File: src/rtl/bcd2bin32_if.sv
// Handshake and data bundle between a BCD source and the bcd2bin32_seq converter.
// The master drives start and the digits. The slave returns status and the result.
interface bcd2bin32_if;
  logic        start;
  logic [3:0]  dig0;
  logic [3:0]  dig1;
  logic [3:0]  dig2;
  logic [3:0]  dig3;
  logic [3:0]  dig4;
  logic [3:0]  dig5;
  logic [3:0]  dig6;
  logic [3:0]  dig7;
  logic        busy;
  logic        done;
  logic [31:0] value;
  logic        err;

  modport master (
    output start, dig0, dig1, dig2, dig3, dig4, dig5, dig6, dig7,
    input  busy, done, value, err
  );

  modport slave (
    input  start, dig0, dig1, dig2, dig3, dig4, dig5, dig6, dig7,
    output busy, done, value, err
  );
endinterface

File: src/rtl/bcd2bin32_seq.sv
// Sequential packed-BCD to 32-bit binary converter using Horner's method (one digit per clock).
// It flags any used nibble above 9. The value is still computed from all nibbles and is not saturated.
module bcd2bin32_seq #(
  parameter int unsigned NUM_DIGITS = 8
) (
  input  logic clk,
  input  logic rst_n,
  bcd2bin32_if.slave bus
);

  typedef enum logic [0:0] {
    ST_IDLE = 1'b0,
    ST_CONV = 1'b1
  } state_e;

  // Left-justify the used digits so the most significant used digit sits in the top nibble.
  localparam int unsigned LOAD_SHIFT = 32 - 4 * NUM_DIGITS;
  localparam logic [3:0]  LAST_CNT   = 4'(NUM_DIGITS - 1);

  state_e      state_q,   state_d;
  logic [31:0] acc_q,     acc_d;
  logic [31:0] sreg_q,    sreg_d;
  logic [3:0]  cnt_q,     cnt_d;
  logic        err_acc_q, err_acc_d;
  logic        busy_q,    busy_d;
  logic        done_q,    done_d;
  logic [31:0] value_q,   value_d;
  logic        err_q,     err_d;

  logic [31:0] digs_s;
  logic [31:0] load_s;
  logic [3:0]  top_s;
  logic [31:0] acc_x10_s;

  assign digs_s    = {bus.dig7, bus.dig6, bus.dig5, bus.dig4,
                      bus.dig3, bus.dig2, bus.dig1, bus.dig0};
  assign load_s    = digs_s << LOAD_SHIFT;
  assign top_s     = sreg_q[31:28];
  assign acc_x10_s = (acc_q << 3) + (acc_q << 1);

  // Next-state, datapath and output logic for the IDLE/CONV sequencer.
  always_comb begin
    state_d   = state_q;
    acc_d     = acc_q;
    sreg_d    = sreg_q;
    cnt_d     = cnt_q;
    err_acc_d = err_acc_q;
    busy_d    = busy_q;
    done_d    = 1'b0;
    value_d   = value_q;
    err_d     = err_q;

    case (state_q)
      ST_IDLE: begin
        if (bus.start) begin
          sreg_d    = load_s;
          acc_d     = 32'd0;
          cnt_d     = 4'd0;
          err_acc_d = 1'b0;
          busy_d    = 1'b1;
          state_d   = ST_CONV;
        end else begin
          busy_d    = 1'b0;
          state_d   = ST_IDLE;
        end
      end
      ST_CONV: begin
        acc_d     = acc_x10_s + {28'd0, top_s};
        sreg_d    = {sreg_q[27:0], 4'd0};
        err_acc_d = err_acc_q | (top_s > 4'd9);
        cnt_d     = cnt_q + 4'd1;
        if (cnt_q == LAST_CNT) begin
          value_d = acc_d;
          err_d   = err_acc_d;
          done_d  = 1'b1;
          busy_d  = 1'b0;
          state_d = ST_IDLE;
        end else begin
          busy_d  = 1'b1;
          state_d = ST_CONV;
        end
      end
      default: begin
        busy_d  = 1'b0;
        state_d = ST_IDLE;
      end
    endcase
  end

  // State and datapath registers. Reset aborts any conversion in flight.
  always_ff @(posedge clk or negedge rst_n) begin
    if (!rst_n) begin
      state_q   <= ST_IDLE;
      acc_q     <= 32'd0;
      sreg_q    <= 32'd0;
      cnt_q     <= 4'd0;
      err_acc_q <= 1'b0;
      busy_q    <= 1'b0;
      done_q    <= 1'b0;
      value_q   <= 32'd0;
      err_q     <= 1'b0;
    end else begin
      state_q   <= state_d;
      acc_q     <= acc_d;
      sreg_q    <= sreg_d;
      cnt_q     <= cnt_d;
      err_acc_q <= err_acc_d;
      busy_q    <= busy_d;
      done_q    <= done_d;
      value_q   <= value_d;
      err_q     <= err_d;
    end
  end

  assign bus.busy  = busy_q;
  assign bus.done  = done_q;
  assign bus.value = value_q;
  assign bus.err   = err_q;

endmodule

File: src/flat_wrapper.sv
// flat-port wrapper written by rule: the top's interface ports become plain ports
module bcd2bin32_seq_flat 
#(
  parameter int unsigned NUM_DIGITS = 8
)
  (clk, rst_n, bus_start, bus_dig0, bus_dig1, bus_dig2, bus_dig3, bus_dig4, bus_dig5, bus_dig6, bus_dig7, bus_busy, bus_done, bus_value, bus_err);
  bcd2bin32_if bus_i ();
  input  logic clk;
  input  logic rst_n;
  input wire logic [$bits(bus_i.start)-1:0] bus_start;
  input wire logic [$bits(bus_i.dig0)-1:0] bus_dig0;
  input wire logic [$bits(bus_i.dig1)-1:0] bus_dig1;
  input wire logic [$bits(bus_i.dig2)-1:0] bus_dig2;
  input wire logic [$bits(bus_i.dig3)-1:0] bus_dig3;
  input wire logic [$bits(bus_i.dig4)-1:0] bus_dig4;
  input wire logic [$bits(bus_i.dig5)-1:0] bus_dig5;
  input wire logic [$bits(bus_i.dig6)-1:0] bus_dig6;
  input wire logic [$bits(bus_i.dig7)-1:0] bus_dig7;
  output wire logic [$bits(bus_i.busy)-1:0] bus_busy;
  output wire logic [$bits(bus_i.done)-1:0] bus_done;
  output wire logic [$bits(bus_i.value)-1:0] bus_value;
  output wire logic [$bits(bus_i.err)-1:0] bus_err;
  assign bus_i.start = bus_start;
  assign bus_i.dig0 = bus_dig0;
  assign bus_i.dig1 = bus_dig1;
  assign bus_i.dig2 = bus_dig2;
  assign bus_i.dig3 = bus_dig3;
  assign bus_i.dig4 = bus_dig4;
  assign bus_i.dig5 = bus_dig5;
  assign bus_i.dig6 = bus_dig6;
  assign bus_i.dig7 = bus_dig7;
  assign bus_busy = bus_i.busy;
  assign bus_done = bus_i.done;
  assign bus_value = bus_i.value;
  assign bus_err = bus_i.err;
  bcd2bin32_seq #(.NUM_DIGITS(NUM_DIGITS)) u_core (.clk(clk), .rst_n(rst_n), .bus(bus_i));
endmodule
File: config.mk
export PLATFORM = sky130hd
export DESIGN_NAME = bcd2bin32_seq_flat
export DESIGN_NICKNAME = d
export VERILOG_FILES = /design/src/rtl/bcd2bin32_if.sv /design/src/rtl/bcd2bin32_seq.sv /design/src/flat_wrapper.sv
export SDC_FILE = /design/constraint.sdc
export NUM_CORES = 1
export LEC_CHECK = 0
export ABC_AREA = 1
export CAP_MARGIN = 20
export CORE_UTILIZATION = 50
export CTS_CLUSTER_SIZE = 30
export DETAILED_ROUTE_END_ITERATION = 8
export PLACE_DENSITY = 0.83
export SYNTH_ARGS = -nofsm -noshare
export SYNTH_HDL_FRONTEND = slang
export SYNTH_SLANG_ARGS = --single-unit
File: constraint.sdc
create_clock -name clk -period 5.1 [get_ports clk]
set_clock_uncertainty 0.15 [all_clocks]
set_input_delay 1.02 -clock clk [delete_from_list [all_inputs] [get_ports clk]]
set_output_delay 1.02 -clock clk [all_outputs]
set_load 0.05 [all_outputs]
== Yosys cells after proc, flatten, opt, wreduce, memory -nomap -nowiden ==
Index checks and enable logic that the tools add are counted.

* Add/subtract/negate cells: 3
* Order comparisons: 1
* Equal/unequal tests: 2
* Mux-type cells: 13
* Bitwise logic cells: 2
* Reductions and logical operators: 1

{| class="wikitable"
|+ Operator list
! kind !! number
|-
| one-hot mux 32 bit (2 select lines) || 1
|-
| one-hot mux 31 bit (2 select lines) || 1
|-
| adder 32 bit || 1
|-
| adder 32 x 4 -> 32 bit || 1
|-
| 2-to-1 mux 32 bit || 1
|-
| 2-to-1 mux 31 bit || 1
|-
| one-hot mux 4 bit (2 select lines) || 1
|-
| 2-to-1 mux 1 bit || 5
|-
| adder 4 x 1 -> 4 bit, second input constant || 1
|-
| == test 4 x 3 -> 1 bit, second input constant || 1
|-
| greater-than comparator 4 bit, second input constant || 1
|-
| 2-to-1 mux 4 bit || 1
|-
| one-hot mux 1 bit (2 select lines) || 2
|-
| inequality test 2 bit, second input constant || 1
|-
| AND reduction 2 bit || 1
|-
| NOT 1 bit || 1
|-
| OR 1 bit || 1
|}

* Flip-flop bits (word level): 103
* Input bits: 35
* Output and inout bits: 35
* Word-level logic and storage cells: 30

== Logic depth before layout (Yosys ltp) ==
Gate-level depths: netlist of the first run.

* Depth after elaboration: 3
* Depth in mapped cells: 15

== Worst setup path after synthesis of the first run ==
No wires, ideal clock.

* Kind: flip-flop to flip-flop
* Start: reg u_core.acc_q[0]
* End: reg u_core.value_q[30], in the netlist u_core.bus.value[30]
* Library setup time: 0.118 ns
* Arrival: 2.097 ns
* Data required time: 4.832 ns
* Setup slack: 2.735 ns
* Cell stages (with the launch flop): 14
* Buffers on the path: 0
* Cell sequence: dfrtp_1 > inv_1 > fa_1 > fa_1 > inv_1 > nand3_1 > nand3_1 > nand3_1 > nand3_1 > nand2_1 > nand2_1 > nand2_1 > nand3_1 > nand2_1

* Word-level cells in the longest chain between the ends: 2

{| class="wikitable"
|+ RTL lines
! item !! RTL line !! RTL
|-
| start: declaration || bcd2bin32_seq.sv:21 || <nowiki>logic [31:0] acc_q, acc_d;</nowiki>
|-
| start signal: assignment || bcd2bin32_seq.sv:94 || <nowiki>acc_q <= 32'd0;</nowiki>
|-
| start signal: assignment || bcd2bin32_seq.sv:104 || <nowiki>acc_q <= acc_d;</nowiki>
|-
| adder 32 bit || bcd2bin32_seq.sv:39 || <nowiki>assign acc_x10_s = (acc_q << 3) + (acc_q << 1);</nowiki>
|-
| adder 32 x 4 -> 32 bit || bcd2bin32_seq.sv:68 || <nowiki>acc_d = acc_x10_s + {28'd0, top_s};</nowiki>
|-
| end signal: assignment || bcd2bin32_seq.sv:110 || <nowiki>value_q <= value_d;</nowiki>
|-
| end: declaration || bcd2bin32_seq.sv:27 || <nowiki>logic [31:0] value_q, value_d;</nowiki>
|}

Every way passes these cells.
A chain may end at the register's enable or synchronous reset.

== Final worst setup path of the first run ==
* Start: reg u_core.busy_q, in the netlist u_core.bus.busy
* End: out bus_busy

{| class="wikitable"
|+ RTL lines
! item !! RTL line !! RTL
|-
| start: declaration || bcd2bin32_seq.sv:25 || <nowiki>logic busy_q, busy_d;</nowiki>
|-
| start signal: assignment || bcd2bin32_seq.sv:108 || <nowiki>busy_q <= busy_d;</nowiki>
|-
| end: declaration || flat_wrapper.sv:19 || <nowiki>output wire logic [$bits(bus_i.busy)-1:0] bus_busy;</nowiki>
|}

No word-level cell between the ends.

==> results of run 1 <==
cell type report:
class / count / area (um2)
timing repair buffer: 74 / 729
inverter: 123 / 462
sequential: 103 / 2580
clock inverter: 7 / 88.8
clock buffer: 9 / 225
tap: 172 / 215
multi-input combinational: 657 / 3480
fill: 1099 / 5000
worst max-delay path, cell delays in order, from the launching register on:
cell and delay [ns]:
dfrtp_1 0.34, buf_4 0.31, clkdlybuf4s50_1 0.87
synthesized netlist by cell type, types with 3 or more instances:
cell type,number
buf_1,3
nand2_2,6
dfrtp_1,103
nand3b_1,3
inv_2,4
a22oi_1,18
nor2_2,7
nand3_1,66
o221ai_1,3
nand4_1,7
nand2_1,365
a21oi_1,20
nor2_4,3
buf_2,7
ha_1,59
o21ai_0,30
inv_1,119
clkbuf_1,10
xnor2_1,10
nor2_1,33
o211ai_1,3
flip-flops by register name (all words and copies together), names as in the netlist:
signal            flops
u_core.bus.done       1
u_core.bus.value     32
u_core.cnt_q          4
u_core.err_acc_q      1
u_core.sreg_q        32
u_core.acc_q         31
u_core.bus.err        1
u_core.bus.busy       1
per-layer routing:
metal | vias up | global-route usage | wire, um
met4 | 0 | 0.137 | 540
met3 | 45 | 0.0541 | 1060
met1 | 2737 | 0.347 | 7260
met2 | 184 | 0.412 | 7350
met5 | - | 0 | 0
li1 | 2996 | - | -
layout by cell type, fill, tap and decap left out, types with 3 or more instances in the layout:
cell type and n:
inv_1 119, o21ai_0 30, nand3_1 66, nand3b_1 3, nand2_1 365, xnor2_1 10
nand4_1 7, a22oi_1 18, dfrtp_1 103, o221ai_1 3, clkdlybuf4s50_1 68, a21oi_1 20
buf_4 5, nand2_2 6, clkbuf_16 9, o211ai_1 3, nor2_4 4, inv_2 4
nor2_1 33, ha_1 59, nor2_2 6
logic make-up after synthesis:
group / share of synthesized area
AND/OR/NAND/NOR: 0.313
buffers and inverters: 0.0858
flip-flops: 0.389
AO/OA/AOI/OAI: 0.0800
adder cells (fa/ha/maj): 0.118
XOR/XNOR: 0.0146
worst min-delay path by stage:
stage	startpoint	endpoint	slack, ns
after global placement	u_core.bus.value[4]	u_core.bus.value[4]	0.31
after detailed placement	u_core.bus.value[4]	u_core.bus.value[4]	0.31
after global routing	u_core.bus.value[21]	u_core.bus.value[21]	0.36
after CTS	u_core.bus.value[4]	u_core.bus.value[4]	0.33
after floorplan	u_core.sreg_q[1]	u_core.sreg_q[1]	0.30
final	u_core.bus.value[4]	u_core.bus.value[4]	0.33
metrics by stage:
| stage | cell area [um2] | setup WS [ns] |
|---|---|---|
| floorplan | 6620 | 2.74 |
| global placement | 7450 | 2.18 |
| detailed placement | 7450 | 2.13 |
| CTS | 7760 | 2.04 |
| global route | 7770 | 1.99 |
| finish | 7770 | 2.05 |
==> impl_results.md, run 1 <==
* Setup TNS at 0 ns
* Worst flop-to-flop path endpoint: u_core.bus.value[25]
* Synth Warn # at 0
* Final routed DRC violation total at 0
* Share of the yosys chip area belonging to registers at 0.389
* Worst-margin pin slew at 0.878 ns
* Max_cap viols at 0
* Clock Sinks at 103
* Hold Crit Class: reg -> reg
* Number of flops mapped to enable cells by yosys at 0
* Status: finished, final reports clean
* Final Cycle Share at 0.598
* Fraction of layout cells with a size suffix above 1 at 0.0514
* CTS tree: built
* Final nets at about 1100
* Setup bufs post-CTS at 0
* Critical Path Sink: bus_busy
* Async SR Flop Fraction at 1.00
* Area of the core at 0.0128 mm2
* Vias per Instance at 5.21
* Worst setup path start: u_core.bus.busy
* Final HPWL DP at 12.0 mm
* H-tree lvl count at 3
* Wirelength per Cell at 14.2 um
* Area fraction of the dominant cell type after synthesis at 0.389
* Crit-path max FO at 31
* Pre-antenna DRT Iters at 5
* Antenna cells at 0
* R2R depth at 14
* Global route overflow at 0
* Total Wirelength at 16.2 mm
* GPL Wtd Cong at 0.913
* First-pass GRT wire length at 27.5 mm
* Root Buffer: clkbuf_16
* Cell variety after synth at 37
* Vias at 5962
* Finish-stage setup viols at 0
* FF-to-FF setup slack at 2.30 ns
* Startpoint Class: register
* Clock period minus worst slack at roughly 3.0 ns
* Post-layout util at 0.609
* Area of the die at 0.0137 mm2
* Clock Pin Slew Worst Setup and Hold Paths at 0.07 ns
* Largest net degree at the start of global routing at 67
* Global Route Usage Sum at 0.263
* Hold Slack at 0.331 ns
* Relative slew slack at 0.414
* Leading area contributor after synthesis: dfrtp_1
* Hold depth at 2
* Area added between synthesis and finish at 17.5%
* Peak Freq at 328 MHz
* Syn nets at ~1000
* Area contributors post-synth: dfrtp_1 39%, nand2_1 21%, ha_1 11%
* Clk buf depth at 2
* RSZ-0062 raised after global routing: false
* CTS buffer count at 9
* Post-CTS Resized at 0
* Top Ports at 70
* Crit end category: output pin
* Final Hold Viols at 0
* Vias in the first global route at just under 6000
* Row cnt at 41
* Cell count after synthesis at roughly 910
* Post-placement cell count at 1128
* Worst path required time at about 3.9 ns
* Worst skew pair latency at 0.36 ns
* Die height at around 120 um
* Slew Viols, Final at 0
* Startpoint of the worst register-to-register path: u_core.sreg_q[31]
* Post-synthesis register bit count at 103
* Initial core utilization at 0.518
* Initial DRC count at roughly 390
* CP Class: reg -> out
* Routed Antenna Nets at 0
* Hold buffer count at cts at 0
* Critical path arrival at 1.88 ns
* Initial antenna violation count at 0
* Non-Filler Instances at 1145
* Mean post-synth cell area at 7.31 um2
* Synthesized cell area at 0.00662 mm2
* Horiz. Die Dim at 117 um
* Top_reg_cell synth: dfrtp_1
* Port Buffers at 69
Power of run 1 is left out: the tool's default activity adds up to more than one toggle a clock period on the data nets, which glitch-free logic cannot reach.
==> run 2, diff against run 1 <==
clock period = 2.9 ns   (was 5.1 ns; I/O delays follow)
==> impl_results.md, run 2 (synthesized netlist as in run 1, its figures left out) <==
* Final HPWL DP at approximately 12 mm
* Routed Antenna Nets at 0
* Final routed DRC violation total at 0
* FF-to-FF setup slack at 0.22 ns
* Setup WS post-layout at 0.221 ns
* Row cnt at 41
* Area added between synthesis and finish at 18.7%
* Most frequent cells in the layout: 365 x nand2_1, 119 x inv_1, 103 x dfrtp_1
* H-tree lvl count at 3
* GPL Wtd Cong at 0.918
* Vias at between 6000 and 7000
* Crit-path cells: inv_1, fa_1, fa_1, inv_1, nand3_1, nand3_1, nand2_1, nand2_1, nand2_1, nand3_1, nand2_1, nand3_1, nand2_1
* Top Ports at 70
* Clock Sinks at 103
* Post-CTS Resized at 0
* Slowest cell on the critical path: fa_1
* Hold buffer count at cts at 0
* CTS buffer count at 9
* First-pass GRT wire length at between 20 and 30 mm
* Peak Freq at 373 MHz
* CP most frequent cell: nand2_1
* Vias in the first global route at 5866
* Status: finished, final reports clean
* Total Wirelength at 16.8 mm
* Clock Pin Slew Worst Setup and Hold Paths at 0.08 ns
* Clock period minus worst slack at 2.68 ns
* Commonest non-fill, non-tap cell in the layout: nand2_1
* Clk buf depth at 2
* RSZ-0062 raised after global routing: false
* Root Buffer: clkbuf_16
* CTS tree: built
* Final nets at 1067
* Area of the core at ~0.013 mm2
* Wirelength per Cell at around 15 um
* Worst flop-to-flop path endpoint: u_core.bus.value[24]
* Pre-antenna DRT Iters at 5
* CP Buf/Inv Count at 2
* Relative slew slack at 0.462
* Worst skew pair latency at 0.36 ns
* Area of the die at 0.0137 mm2
* Worst setup path start: u_core.acc_q[0]
* Global Route Usage Sum at 0.272
* Largest net degree at the start of global routing at between 60 and 70
* Initial DRC count at 420
* Final Cycle Share at 0.924
* Startpoint Class: register
* Worst-margin pin slew at around 0.81 ns
* Max_cap viols at 0
* R2R depth at 13
* Crit end category: register
* Global route overflow at 0
* Worst slack, placed at 0.243 ns
* Initial antenna violation count at 0
* Fraction of layout cells with a size suffix above 1 at 0.0553
* Die height at 117 um
* Horiz. Die Dim at 117 um
* Worst path max stage delay at 0.48 ns
* Cell family with most CP delay: adder cells
* Crit-path max FO at 4
* Initial core utilization at 0.518
* Vias per Instance at 5.28
* Port Buffers at slightly below 70
* Slew Viols, Final at 0
* Antenna cells at 0
* Final Hold Viols at 0
* Setup bufs post-CTS at 0
* Startpoint of the worst register-to-register path: u_core.acc_q[0]
* Worst path required time at 3.00 ns
* Hold Crit Class: in -> async
* Setup TNS at 0 ns
* CP Class: reg -> reg
* Finish-stage setup viols at 0
* Critical path arrival at 2.78 ns
[run 2: how the worst max path moves through the flow]
| stage | end | slack [ns] | cells after the start |
|---|---|---|---|
| floorplan | u_core.bus.value[30] | 0.54 | 13 |
| global placement | u_core.bus.value[24] | 0.34 | 13 |
| detailed placement | u_core.bus.value[25] | 0.24 | 14 |
| CTS | u_core.bus.value[24] | 0.23 | 13 |
| global route | u_core.bus.value[30] | 0.007 | 13 |
| finish | u_core.bus.value[24] | 0.22 | 13 |
[run 2: per-stage QoR]
stage                util  cell area [um2]  hold WS (ns)  cells
floorplan               -             6620         0.134    905
global placement    0.587             7500         0.307   1132
detailed placement  0.587             7500         0.316   1132
CTS                 0.615             7850        0.0845   1148
global route        0.615             7850         0.114   1148
finish              0.615             7850        0.0675   1148
[run 2: layout make-up]
| class | count | area (um2) |
|---|---|---|
| multi-input combinational | 657 | 3480 |
| sequential | 103 | 2580 |
| timing repair buffer | 77 | 771 |
| clock buffer | 9 | 225 |
| clock inverter | 7 | 126 |
| fill | 1101 | 4920 |
| inverter | 123 | 462 |
| tap | 172 | 215 |
[run 2: routing by layer]
metal	up-vias	track usage	part of all wire
met5	-	0	0
met4	0	0.122	0.032
met3	37	0.0376	0.070
met2	234	0.445	0.47
met1	2804	0.360	0.43
li1	2991	-	-
Power of run 2 is left out for the same reason.
==> run 3, diff against run 2 <==
CORE_MARGIN = 5   (was default)
CORE_UTILIZATION = 30   (was 50)
PLACE_DENSITY = 0.59   (was 0.83)
TNS_END_PERCENT = 5   (was default)
==> impl_results.md, run 3 (synthesized netlist as in run 1, its figures left out) <==
* Status: finished, final reports clean
* Fraction of layout cells with a size suffix above 1 at 0.0592
* Antenna cells at 0
* Clock Sinks at 103
* Startpoint of the worst register-to-register path: u_core.sreg_q[31]
* Worst setup path start: u_core.sreg_q[31]
* Area of the core at 0.0218 mm2
* Metal2 WL at 8.50 mm
* Crit end category: register
* Clk buf depth at 2
* Peak Freq at 378 MHz
* Crit-path max FO at 4
* Final routed DRC violation total at 0
* Clock Pin Slew Worst Setup and Hold Paths at 0.08 ns
* CTS buffer count at 9
* Uppermost routed layer: met4
* Finish-stage setup viols at 0
* Initial core utilization at 0.304
* Startpoint Class: register
* Clock period minus worst slack at 2.65 ns
* Area added between synthesis and finish at 20.4%
* Final Hold Viols at 0
* RSZ-0062 raised after global routing: false
* Commonest non-fill, non-tap cell in the layout: nand2_1
* M1 wire length at roughly 8.1 mm
* Hold buffer count at cts at 0
* Total Wirelength at 17.6 mm
* Hold Crit Class: in -> async
* First-pass GRT wire length at a little under 30 mm
* DR WL met3 at 721 um
* Worst path required time at 3.00 ns
* Final Cycle Share at 0.913
* Vias in the first global route at 5890
* Wirelength per Cell at 14.0 um
* Global route overflow at 0
* Area of the die at 0.0251 mm2
* Vias per Instance at 4.62
* Final HPWL DP at 13.7 mm
* Vias at 5821
* Port Buffers at 69
* Initial DRC count at 215
* Row cnt at 54
* Pre-antenna DRT Iters at 4
* H-tree lvl count at 3
* Routed Antenna Nets at 0
* GPL Wtd Cong at 0.846
* Worst-margin pin slew at a little under 0.8 ns
* Initial antenna violation count at 0
* Largest net degree at the start of global routing at 47
* Setup TNS at 0 ns
* Worst skew pair latency at 0.36 ns
* Root Buffer: clkbuf_16
* Global Route Usage Sum at 0.148
* CTS tree: built
* CP Class: reg -> reg
* Final nets at 1070
* Slew Viols, Final at 0
* Max_cap viols at 0
* Horiz. Die Dim at 159 um
* Critical path arrival at 2.74 ns
* Die height at 159 um
* Top Ports at 70
* Relative slew slack at 0.477
* Most frequent cells in the layout: 365 x nand2_1, 119 x inv_1, 103 x dfrtp_1
==> run 3: changes by cell type in the layout (fill, tap and decap cells not counted) <==
cell / previous run / this run
bufinv_16: 3 / 0
inv_8: 2 / 1
nand3_1: 66 / 65
nand3_2: 1 / 2
buf_4: 8 / 11
inv_6: 1 / 4
clkinv_2: 1 / 0
clkinv_8: 0 / 2
==> run 3: area by class of cell <==
class | count | area [um2]
Tap cell | 280 | 350
Inverter | 123 | 462
Sequential cell | 103 | 2580
Clock buffer | 9 | 225
Fill cell | 2349 | 13800
Timing Repair Buffer | 80 | 793
Clock inverter | 7 | 78.8
Multi-Input combinational cell | 657 | 3480
==> run 3: metrics by stage <==
stage	std cells	worst slack, ns	hold slack (ns)	instance area (um2)	util
global route	1259	0.0281	0.0552	7970	0.366
floorplan	905	0.535	0.134	6620	-
detailed placement	1243	0.249	0.316	7660	0.352
finish	1259	0.253	0.0170	7970	0.366
CTS	1259	0.227	0.0385	7960	0.366
global placement	1243	0.279	0.319	7660	0.352
==> run 3: worst max-delay path, cell delays in order, from the launching register on <==
cell	delay [ns]
dfrtp_1	0.36
inv_1	0.08
fa_1	0.59
inv_1	0.06
ha_1	0.30
nand3_1	0.09
nand3_1	0.16
nand3_1	0.12
nand3_1	0.16
or2_2	0.33
nand3_1	0.10
nand2_1	0.06
==> run 3: final timing paths <==
path / slack [ns] / depth (start not counted) / to
worst min-delay path: 0.02 / 1 / u_core.acc_q[19]
max in group asynchronous: 1.81 / 2 / u_core.bus.value[6]
worst max-delay path: 0.25 / 11 / u_core.acc_q[13]
worst max register to register: 0.25 / 11 / u_core.acc_q[13]
worst min register to register: 0.34 / 2 / u_core.bus.value[14]
min in group clk: 0.34 / 2 / u_core.bus.value[14]
==> run 3: layer usage <==
metal,GRT usage,vias up
li1,-,3003
met1,0.194,2706
met2,0.251,92
met3,0.0266,20
met4,0.0410,0
met5,0,-
==> run 3: repair_timing <==
item                       CTS  global route
setup endpoints to repair    0             4
buffers inserted             0             0
gates resized for setup      0             1
Power of run 3 is left out for the same reason.
